--- src/rtl/dmem_access_ctrl_if.sv ---
// dmem_access_ctrl_if: MEM-stage request/response plus data-memory array bus.
// slave  = the access controller; master = its environment (pipeline + array).
interface dmem_access_ctrl_if #(
   parameter int ADDR_W = 6
);
   // pipeline side
   logic              rd_en;
   logic              wr_en;
   logic [31:0]       addr;
   logic [31:0]       wr_data;
   logic [31:0]       rd_data;
   logic              ready;
   logic              err;
   // memory-array side
   logic [ADDR_W-1:0] mem_addr;
   logic [31:0]       mem_wdata;
   logic              mem_we;
   logic              mem_oe;
   logic [31:0]       mem_rdata;

   modport slave (
      input  rd_en, wr_en, addr, wr_data, mem_rdata,
      output rd_data, ready, err, mem_addr, mem_wdata, mem_we, mem_oe
   );

   modport master (
      output rd_en, wr_en, addr, wr_data, mem_rdata,
      input  rd_data, ready, err, mem_addr, mem_wdata, mem_we, mem_oe
   );
endinterface

--- src/rtl/dmem_access_ctrl.sv ---
// dmem_access_ctrl: sequences MEM-stage loads/stores onto a multi-cycle,
// word-organised data memory. The byte address is rebased by BASE_ADDR and
// word-aligned; the strobe is held WAIT_CYCLES cycles and the pipeline is
// frozen through `ready` until the access completes.
// Optional build macro DMEM_BOUNDS_CHECK_EN: out-of-window or misaligned
// requests skip the memory and raise err for one cycle. Without it err is
// constant 0 and addresses wrap into the ADDR_W word window.
module dmem_access_ctrl #(
   parameter logic [31:0] BASE_ADDR   = 32'd1024,
   parameter int          ADDR_W      = 6,
   parameter int          WAIT_CYCLES = 4
) (
   input logic               clk,
   input logic               rst,
   dmem_access_ctrl_if.slave bus
);

   typedef enum logic [1:0] {IDLE, ACCESS, DONE} state_t;

   state_t            state;
   logic [3:0]        cnt;
   logic              we_q;
   logic              oe_q;
   logic [ADDR_W-1:0] addr_q;
   logic [31:0]       wdata_q;
   logic [31:0]       rdata_q;
   logic              err_q;

   logic              req;
   logic [31:0]       offs;
   logic              bad;
   logic              unused_offs;

   assign req  = bus.rd_en | bus.wr_en;
   // modulo-2^32 rebase; only [ADDR_W+1:2] reaches the array
   assign offs = bus.addr - BASE_ADDR;
   assign unused_offs = ^offs;

`ifdef DMEM_BOUNDS_CHECK_EN
   localparam logic [31:0] WIN_BYTES = 32'(4) << ADDR_W;
   assign bad = (offs >= WIN_BYTES) || (bus.addr[1:0] != 2'b00);
`else
   // no range check: every request goes to memory, err_q never sets
   assign bad = 1'b0;
`endif

   // request/strobe/capture sequencer with registered outputs
   always_ff @(posedge clk) begin
      if (rst) begin
         state   <= IDLE;
         cnt     <= 4'd0;
         we_q    <= 1'b0;
         oe_q    <= 1'b0;
         addr_q  <= '0;
         wdata_q <= 32'd0;
         rdata_q <= 32'd0;
         err_q   <= 1'b0;
      end else begin
         unique case (state)
            IDLE: begin
               err_q <= 1'b0;
               if (req) begin
                  if (bad) begin
                     // flagged: no strobes, straight to the release cycle
                     err_q <= 1'b1;
                     state <= DONE;
                  end else begin
                     // a simultaneous rd_en/wr_en is a write
                     addr_q  <= offs[ADDR_W+1:2];
                     wdata_q <= bus.wr_data;
                     we_q    <= bus.wr_en;
                     oe_q    <= ~bus.wr_en;
                     cnt     <= 4'(WAIT_CYCLES - 1);
                     state   <= ACCESS;
                  end
               end
            end
            ACCESS: begin
               if (cnt == 4'd0) begin
                  if (oe_q) rdata_q <= bus.mem_rdata;
                  we_q  <= 1'b0;
                  oe_q  <= 1'b0;
                  state <= DONE;
               end else begin
                  cnt <= cnt - 4'd1;
               end
            end
            DONE: begin
               // one release cycle; a still-high request is the old instruction
               err_q <= 1'b0;
               state <= IDLE;
            end
            default: state <= IDLE;
         endcase
      end
   end

   assign bus.ready     = ((state == IDLE) && !req) || (state == DONE);
   assign bus.err       = err_q;
   assign bus.rd_data   = rdata_q;
   assign bus.mem_addr  = addr_q;
   assign bus.mem_wdata = wdata_q;
   assign bus.mem_we    = we_q;
   assign bus.mem_oe    = oe_q;

endmodule

--- src/flat_wrapper.sv ---
// flat-port wrapper written by rule: the top's interface ports become plain ports
module dmem_access_ctrl_flat 
#(
   parameter logic [31:0] BASE_ADDR   = 32'd1024,
   parameter int          ADDR_W      = 6,
   parameter int          WAIT_CYCLES = 4
)
  (clk, rst, bus_rd_en, bus_wr_en, bus_addr, bus_wr_data, bus_mem_rdata, bus_rd_data, bus_ready, bus_err, bus_mem_addr, bus_mem_wdata, bus_mem_we, bus_mem_oe);
  dmem_access_ctrl_if #(.ADDR_W(ADDR_W)) bus_i ();
  input logic clk;
  input logic rst;
  input wire logic [$bits(bus_i.rd_en)-1:0] bus_rd_en;
  input wire logic [$bits(bus_i.wr_en)-1:0] bus_wr_en;
  input wire logic [$bits(bus_i.addr)-1:0] bus_addr;
  input wire logic [$bits(bus_i.wr_data)-1:0] bus_wr_data;
  input wire logic [$bits(bus_i.mem_rdata)-1:0] bus_mem_rdata;
  output wire logic [$bits(bus_i.rd_data)-1:0] bus_rd_data;
  output wire logic [$bits(bus_i.ready)-1:0] bus_ready;
  output wire logic [$bits(bus_i.err)-1:0] bus_err;
  output wire logic [$bits(bus_i.mem_addr)-1:0] bus_mem_addr;
  output wire logic [$bits(bus_i.mem_wdata)-1:0] bus_mem_wdata;
  output wire logic [$bits(bus_i.mem_we)-1:0] bus_mem_we;
  output wire logic [$bits(bus_i.mem_oe)-1:0] bus_mem_oe;
  assign bus_i.rd_en = bus_rd_en;
  assign bus_i.wr_en = bus_wr_en;
  assign bus_i.addr = bus_addr;
  assign bus_i.wr_data = bus_wr_data;
  assign bus_i.mem_rdata = bus_mem_rdata;
  assign bus_rd_data = bus_i.rd_data;
  assign bus_ready = bus_i.ready;
  assign bus_err = bus_i.err;
  assign bus_mem_addr = bus_i.mem_addr;
  assign bus_mem_wdata = bus_i.mem_wdata;
  assign bus_mem_we = bus_i.mem_we;
  assign bus_mem_oe = bus_i.mem_oe;
  dmem_access_ctrl #(.BASE_ADDR(BASE_ADDR), .ADDR_W(ADDR_W), .WAIT_CYCLES(WAIT_CYCLES)) u_core (.clk(clk), .rst(rst), .bus(bus_i));
endmodule
--- config.mk ---
export PLATFORM = sky130hd
export DESIGN_NAME = dmem_access_ctrl_flat
export DESIGN_NICKNAME = d
export VERILOG_FILES = /design/src/rtl/dmem_access_ctrl_if.sv /design/src/rtl/dmem_access_ctrl.sv /design/src/flat_wrapper.sv
export SDC_FILE = /design/constraint.sdc
export NUM_CORES = 1
export LEC_CHECK = 0
export CAP_MARGIN = 0
export CORE_ASPECT_RATIO = 0.8
export CORE_MARGIN = 10
export CORE_UTILIZATION = 33
export DETAILED_ROUTE_END_ITERATION = 7
export PLACE_DENSITY = 0.8
export SLEW_MARGIN = 20
export SYNTH_ARGS = -nofsm -noshare
export SYNTH_HDL_FRONTEND = slang
export SYNTH_SLANG_ARGS = --single-unit
--- constraint.sdc ---
create_clock -name clk -period 1.3 [get_ports clk]
set_input_delay 0.26 -clock clk [delete_from_list [all_inputs] [get_ports clk]]
set_output_delay 0.26 -clock clk [all_outputs]
set_load 0.02 [all_outputs]
==> impl_metrics.json, run 1 <==
{
  "avgSynthCellArea_sq_um": 7.98,
  "first_global_vias": 3002,
  "net_count_of_the_finished_layout": 629,
  "grt_met1_usage_pct": 17.1,
  "final_cells": 640,
  "timing_worst_setup_path_type": "reg -> reg",
  "antenna_found_initial": 0,
  "floorplan.die_area_sq_um": 12600,
  "fin_crit_sh_pct": 118,
  "final_core_utilization_pct": 70.9,
  "synth_fp_nets": 453,
  "synthCells": 351,
  "io-pin-count": 174,
  "worst-endpoint-required_ps": 1580,
  "crit_slowest_cell": "dfxtp_2",
  "synth.mux.area_fraction_pct": 0,
  "antenna_cells_inserted": 0,
  "crit_path_end_kind": "register",
  "deepest_level_of_the_cts_h_tree": 3,
  "finalWorstPathRequiredPeriod_ps": 1530,
  "synth-seq-cells": 78,
  "timing.max_cap.violations": 0,
  "hold_path.class": "in -> reg",
  "core_area_sq_um": 8090,
  "mostFrequentLayoutCells": "74 x dfxtp_1, 70 x clkdlybuf4s50_1, 59 x a21oi_2",
  "layout_setup_ws_ps": -232,
  "grt_start_max_net_pins": 31,
  "placement_rows": 29,
  "cts.reportedPaths.clkPinSlew_ps": 70,
  "power.ir.vdd_worst_v": 0.000824,
  "holdBufCountCts": 0,
  "ys.flop_type": "dfxtp_1",
  "synthSimpleGateAreaFrac_pct": 23.7,
  "syn_area_sq_um": 2800,
  "postRouteAntennaNets": 0,
  "drt_iter0_markers": 141,
  "global_route_wire_length_before_repair_um": 15400,
  "place.gp.congestion": 0.733,
  "kind_of_cell_adding_the_most_delay_to_the_critical_path": "simple AND/OR/NAND/NOR gates",
  "regToRegSetupSlack_ps": -230,
  "tritoncts.num_buffers": 9,
  "number_of_setup_violations_in_the_final_report": 69,
  "met2_usage_pct": 27.0,
  "total_chip_power_mw": 7.01,
  "grt_util_all_layers_pct": 15.4,
  "clock-skew-final_ps": 5.45,
  "drive_gt1_share_pct": 54.3,
  "drt-wirelength-per-cell_um": 18.3,
  "clock.fmax_mhz": 653,
  "port-buffer-count": 146,
  "cts_tree": "yes",
  "detailedPlacementHpwl_um": 6770,
  "critical_path.cell_chain": "inv_2 > ha_4 > nor3b_4 > and3_4 > buf_4 > buf_16 > nand2_1 > a21oi_2",
  "async_reset_ff_share_pct": 0,
  "worst_hold_slack_ps": 343,
  "synth_adder_area_share_pct": 0.893,
  "slew_viol_final": 0,
  "power.density_nw_per_um2": 1220,
  "global_route.usage.met3_pct": 6.45,
  "root_buffer": "clkbuf_8",
  "critPathBufInv": 3,
  "startpoint_type": "register",
  "drc": 0,
  "hold_violations": 0,
  "avgViaCountPerCell": 4.88,
  "synthXorXnorAreaFrac_pct": 0.625,
  "layout.cells.most_common": "dfxtp_1",
  "outcome": "finished with violations",
  "worst-endpoint-arrival_ps": 1810,
  "yosysWarningCount": 0,
  "numClockSinks": 78,
  "leakagePower_nw": 2.48,
  "synth_edf_count": 0,
  "place_inst": 599,
  "synth_cell_types": 24,
  "synthesized_area_fraction_occupied_by_ao_oa_aoi_and_oai_cells_pct": 13.6,
  "grt_setup_unrepaired": "true",
  "combinational_family_with_the_most_area_after_synthesis": "simple AND/OR/NAND/NOR gates",
  "initial_core_util_pct": 34.6,
  "grt-ovfl-total": 0,
  "cts_max_path_buffers": 2,
  "detailedRoute.firstPassIterationCount": 4,
  "synth_sequential_area_ratio_pct": 55.7,
  "grt.busiest_layer": "met2",
  "clock_latency_ps": 350,
  "failed_checks": "setup timing",
  "die_width_um": 123,
  "critPathMaxStageDelay_ps": 330,
  "pre_cts_setup_slack_ps": -617,
  "path_max_fanout": 6,
  "die_h_um": 102,
  "syn_to_final_growth_pct": 105,
  "vias": 3121,
  "route.final.wire_length_um": 11700
}
==> synth_stat cells, types with 2 or more instances <==
cell type | n | area share, %
nand2_1 | 142 | 19
dfxtp_1 | 78 | 56
a21oi_1 | 73 | 13
buf_2 | 11 | 2.0
clkbuf_1 | 10 | 1.3
nor2_1 | 6 | 0.80
nand3_1 | 5 | 0.89
nor3_1 | 4 | 0.71
buf_6 | 3 | 1.2
buf_4 | 2 | 0.54
ha_1 | 2 | 0.89
inv_1 | 2 | 0.27
xor2_1 | 2 | 0.63
==> layer usage <==
layer / wire length, um / part of all wire, %
met5: 0 / 0
met4: 72 / 0.61
met3: 1110 / 9.5
met2: 5970 / 51
met1: 4570 / 39
==> layout make-up <==
class | count | area (sq um)
Clock inverter | 3 | 90.1
Inverter | 2 | 7.51
Fill cell | 621 | 2350
Clock buffer | 13 | 159
Multi-Input combinational cell | 245 | 1890
Sequential cell | 78 | 1570
Timing Repair Buffer | 191 | 1890
Tap cell | 108 | 135
==> state kept, by name, summed over array words and instances, names as in the netlist <==
register,count
u_core.bus.mem_addr,6
u_core.state,2
u_core.bus.rd_data,32
u_core.cnt,4
u_core.bus.mem_we,1
u_core.bus.mem_oe,1
u_core.bus.mem_wdata,32
==> final timing paths <==
kind,from,to,cells after the start
setup / recovery,u_core.cnt[1]$_SDFFE_PP0P_,u_core.bus.rd_data[29]$_SDFFE_PP0P_,8
hold / removal,rst,u_core.bus.rd_data[10]$_SDFFE_PP0P_,2
setup reg to reg,u_core.cnt[1]$_SDFFE_PP0P_,u_core.bus.rd_data[29]$_SDFFE_PP0P_,8
hold reg to reg,u_core.bus.rd_data[14]$_SDFFE_PP0P_,u_core.bus.rd_data[14]$_SDFFE_PP0P_,2
==> report_power, final <==
part           leakage, nW  switching (mW)  internal (mW)  total (mW)
combinational         1.72            1.04           1.03        2.07
sequential           0.639           0.142           2.55        2.69
clock                0.124           0.864           1.38        2.25
==> metrics by stage <==
| stage | instance area [sq um] | setup TNS, ps |
|---|---|---|
| 2_1_floorplan | 2830 | -130 |
| 3_3_place_gp | 4520 | -23040 |
| 3_5_place_dp | 4520 | -24960 |
| 4_1_cts | 5230 | -6500 |
| 5_1_grt | 5740 | -12150 |
| 6_report | 5740 | -7550 |
==> logic make-up (layout without fill, tap and decap cells) <==
family                     after synthesis  after routing
other                                    1              1
and+or+nand+nor                        165            165
adders and majority gates                2              2
DFF                                     78             78
buffers and inverters                   28            209
AOI/OAI and AO/OA                       75             75
xor gates and xnor gates                 2              2
==> what timing repair did <==
| action | in CTS | in global routing |
|---|---|---|
| endpoints found under the hold margin | 0 | 0 |
| gates cloned | 8 | 7 |
| buffers inserted | 7 | 6 |
| pin swaps | 21 | 97 |
| endpoints found under the setup margin | 150 | 135 |
| gates resized for setup | 191 | 260 |
(Power assumes the default switching activity.)
==> run 2: changes to the inputs <==
--- a/config.mk
+++ b/config.mk
@@ -6,11 +6,10 @@
 export NUM_CORES = 1
 export LEC_CHECK = 0
 export CAP_MARGIN = 0
-export CORE_ASPECT_RATIO = 0.8
 export CORE_MARGIN = 10
-export CORE_UTILIZATION = 33
+export CORE_UTILIZATION = 39
 export DETAILED_ROUTE_END_ITERATION = 7
-export PLACE_DENSITY = 0.8
+export PLACE_DENSITY = 0.88
 export SLEW_MARGIN = 20
 export SYNTH_ARGS = -nofsm -noshare
 export SYNTH_HDL_FRONTEND = slang
==> constraint.sdc (replaced) <==
create_clock -name clk -period 1.8 [get_ports clk]
set_input_delay 0.36 -clock clk [delete_from_list [all_inputs] [get_ports clk]]
set_output_delay 0.36 -clock clk [all_outputs]
set_load 0.02 [all_outputs]
==> run 2 against run 1 <==
The flow now finishes without violations; clock power fell by 48%; final cell count is 7.7% lower; critical path type is now reg -> out; via count shrank 11%; critical endpoint is now bus_mem_oe.
==> impl_metrics.json, run 2 (same netlist as run 1, synthesis figures left out) <==
{
  "drc": 0,
  "mostFrequentLayoutCells": "144 x clkdlybuf4s50_1, 142 x nand2_1, 78 x dfxtp_1",
  "die_width_um": 105,
  "net_count_of_the_finished_layout": 593,
  "drive_gt1_share_pct": 5.86,
  "startpoint_type": "register",
  "critical_path.cell_chain": "clkdlybuf4s50_1",
  "deepest_level_of_the_cts_h_tree": 3,
  "clock_latency_ps": 330,
  "crit_slowest_cell": "clkdlybuf4s50_1",
  "timing_worst_setup_path_type": "reg -> out",
  "detailedPlacementHpwl_um": 6810,
  "path_max_fanout": 4,
  "hold_violations": 0,
  "tritoncts.num_buffers": 9,
  "placement_rows": 30,
  "power.net_switching_mw": 1.12,
  "final_design_area_no_fill_sq_um": 4560,
  "internal_power_mw": 2.85,
  "vias": 2787,
  "pre_cts_setup_slack_ps": -382,
  "die_h_um": 105,
  "clock.fmax_mhz": 584,
  "cts_tree": "yes",
  "fin_crit_sh_pct": 95.1,
  "share_seq_of_total_power_pct": 47.9,
  "critical_path.reg2reg.startpoint": "u_core.cnt[0]$_SDFFE_PP0P_",
  "cts_post_setup_buffers_inserted": 0,
  "leakagePower_nw": 1.68,
  "drt-wirelength-per-cell_um": 15.0,
  "number_of_setup_violations_in_the_final_report": 0,
  "grt_util_all_layers_pct": 15.9,
  "switching_share_pct": 28.2,
  "dpl-instance-area_sq_um": 4390,
  "avgViaCountPerCell": 4.72,
  "clock-skew-final_ps": 9.50,
  "worst_hold_slack_ps": 456,
  "power.density_nw_per_um2": 870,
  "core_area_sq_um": 6910,
  "detailedRoute.firstPassIterationCount": 4,
  "final_core_utilization_pct": 66.0,
  "port-buffer-count": 146,
  "worst-endpoint-arrival_ps": 1350,
  "grt-ovfl-total": 0,
  "root_buffer": "clkbuf_8",
  "worst-slew-pin-transition_ps": 539,
  "antenna_cells_inserted": 0,
  "p_comb_share_pct": 22.6,
  "critPathMaxStageDelay_ps": 660,
  "timing.max_cap.violations": 0,
  "numClockSinks": 78,
  "worst_setup_path_startpoint": "u_core.bus.mem_oe$_SDFFE_PP0P_",
  "clkPwrFrac_pct": 29.5,
  "drt_iter0_markers": 101,
  "timing.hold.worst.start": "u_core.bus.rd_data[27]$_SDFFE_PP0P_",
  "hold_path.class": "reg -> reg",
  "antenna_found_initial": 0,
  "syn_to_final_growth_pct": 62.6,
  "layout_setup_ws_ps": 87.7,
  "finalWorstPathRequiredPeriod_ps": 1710,
  "place.gp.congestion": 0.789,
  "slew_viol_final": 0,
  "route.final.wire_length_um": 8890,
  "cts.reportedPaths.clkPinSlew_ps": 70,
  "worst-endpoint-required_ps": 1440,
  "grt_start_max_net_pins": 38,
  "kind_of_cell_adding_the_most_delay_to_the_critical_path": "buffers and inverters",
  "critPathBufInv": 1,
  "postRouteAntennaNets": 0,
  "outcome": "finished, final reports clean",
  "first_global_vias": 2828,
  "floorplan.die_area_sq_um": 11000,
  "io-pin-count": 174,
  "grt_setup_unrepaired": "false",
  "layout.cells.most_common": "clkdlybuf4s50_1",
  "crit_path_end_kind": "output pin",
  "cts_max_path_buffers": 2,
  "initial_core_util_pct": 40.6,
  "total_chip_power_mw": 3.97,
  "power.ir.vdd_worst_v": 0.000526,
  "timing.slew.headroom_pct": 64.1,
  "global_route_wire_length_before_repair_um": 14400
}
run 2: repair_timing:
action,4_1_cts,5_1_grt
endpoints found under the setup margin,1,0
resized for setup,5,0
hold buffers,0,0
run 2: cell type report:
cell class	instances	area [sq um]
Clock buffer	11	151
Clock inverter	4	22.5
Fill cell	592	2350
Inverter	2	7.51
Multi-Input combinational cell	245	1100
Sequential cell	78	1560
Tap cell	96	120
Timing Repair Buffer	155	1590
run 2: power groups by stage:
stage	combinational, mW	clock, mW	sequential (mW)
after floorplan	0.310	0	2.05
after global placement	0.888	0	1.93
after detailed placement	0.909	0	1.94
after CTS	0.911	1.21	1.90
after global routing	0.978	1.30	1.91
final	0.898	1.17	1.90
run 2: layer usage:
metal	global-route usage, %	up-vias	routed length, um	part of all wire [%]
li1	-	1405	-	-
met3	7.13	8	748	8.4
met1	16.6	1277	3490	39
met5	0	-	0	0
met4	4.51	0	69	0.78
met2	28.1	97	4580	52
run 2: tightest hold or removal path, delay by kind of cell, from the launching register on:
kind	cells	cell delay, ps
AND/OR/NAND/NOR	1	50
flip-flops	1	310
AO/OA/AOI/OAI	1	50
run 2: through the flow:
stage | TNS, ps | cells
after detailed placement | -5060 | 576
after floorplan | 0 | 351
after global placement | -3640 | 576
final | 0 | 591
after global routing | 0 | 591
after CTS | 0 | 591
run 2: worst paths after layout:
| check | to | slack [ps] | cells past startpoint |
|---|---|---|---|
| min reg2reg | u_core.bus.rd_data[27]$_SDFFE_PP0P_ | 460 | 2 |
| min | u_core.bus.rd_data[27]$_SDFFE_PP0P_ | 460 | 2 |
| max reg2reg | u_core.cnt[1]$_SDFFE_PP0P_ | 210 | 6 |
| max | bus_mem_oe | 90 | 1 |
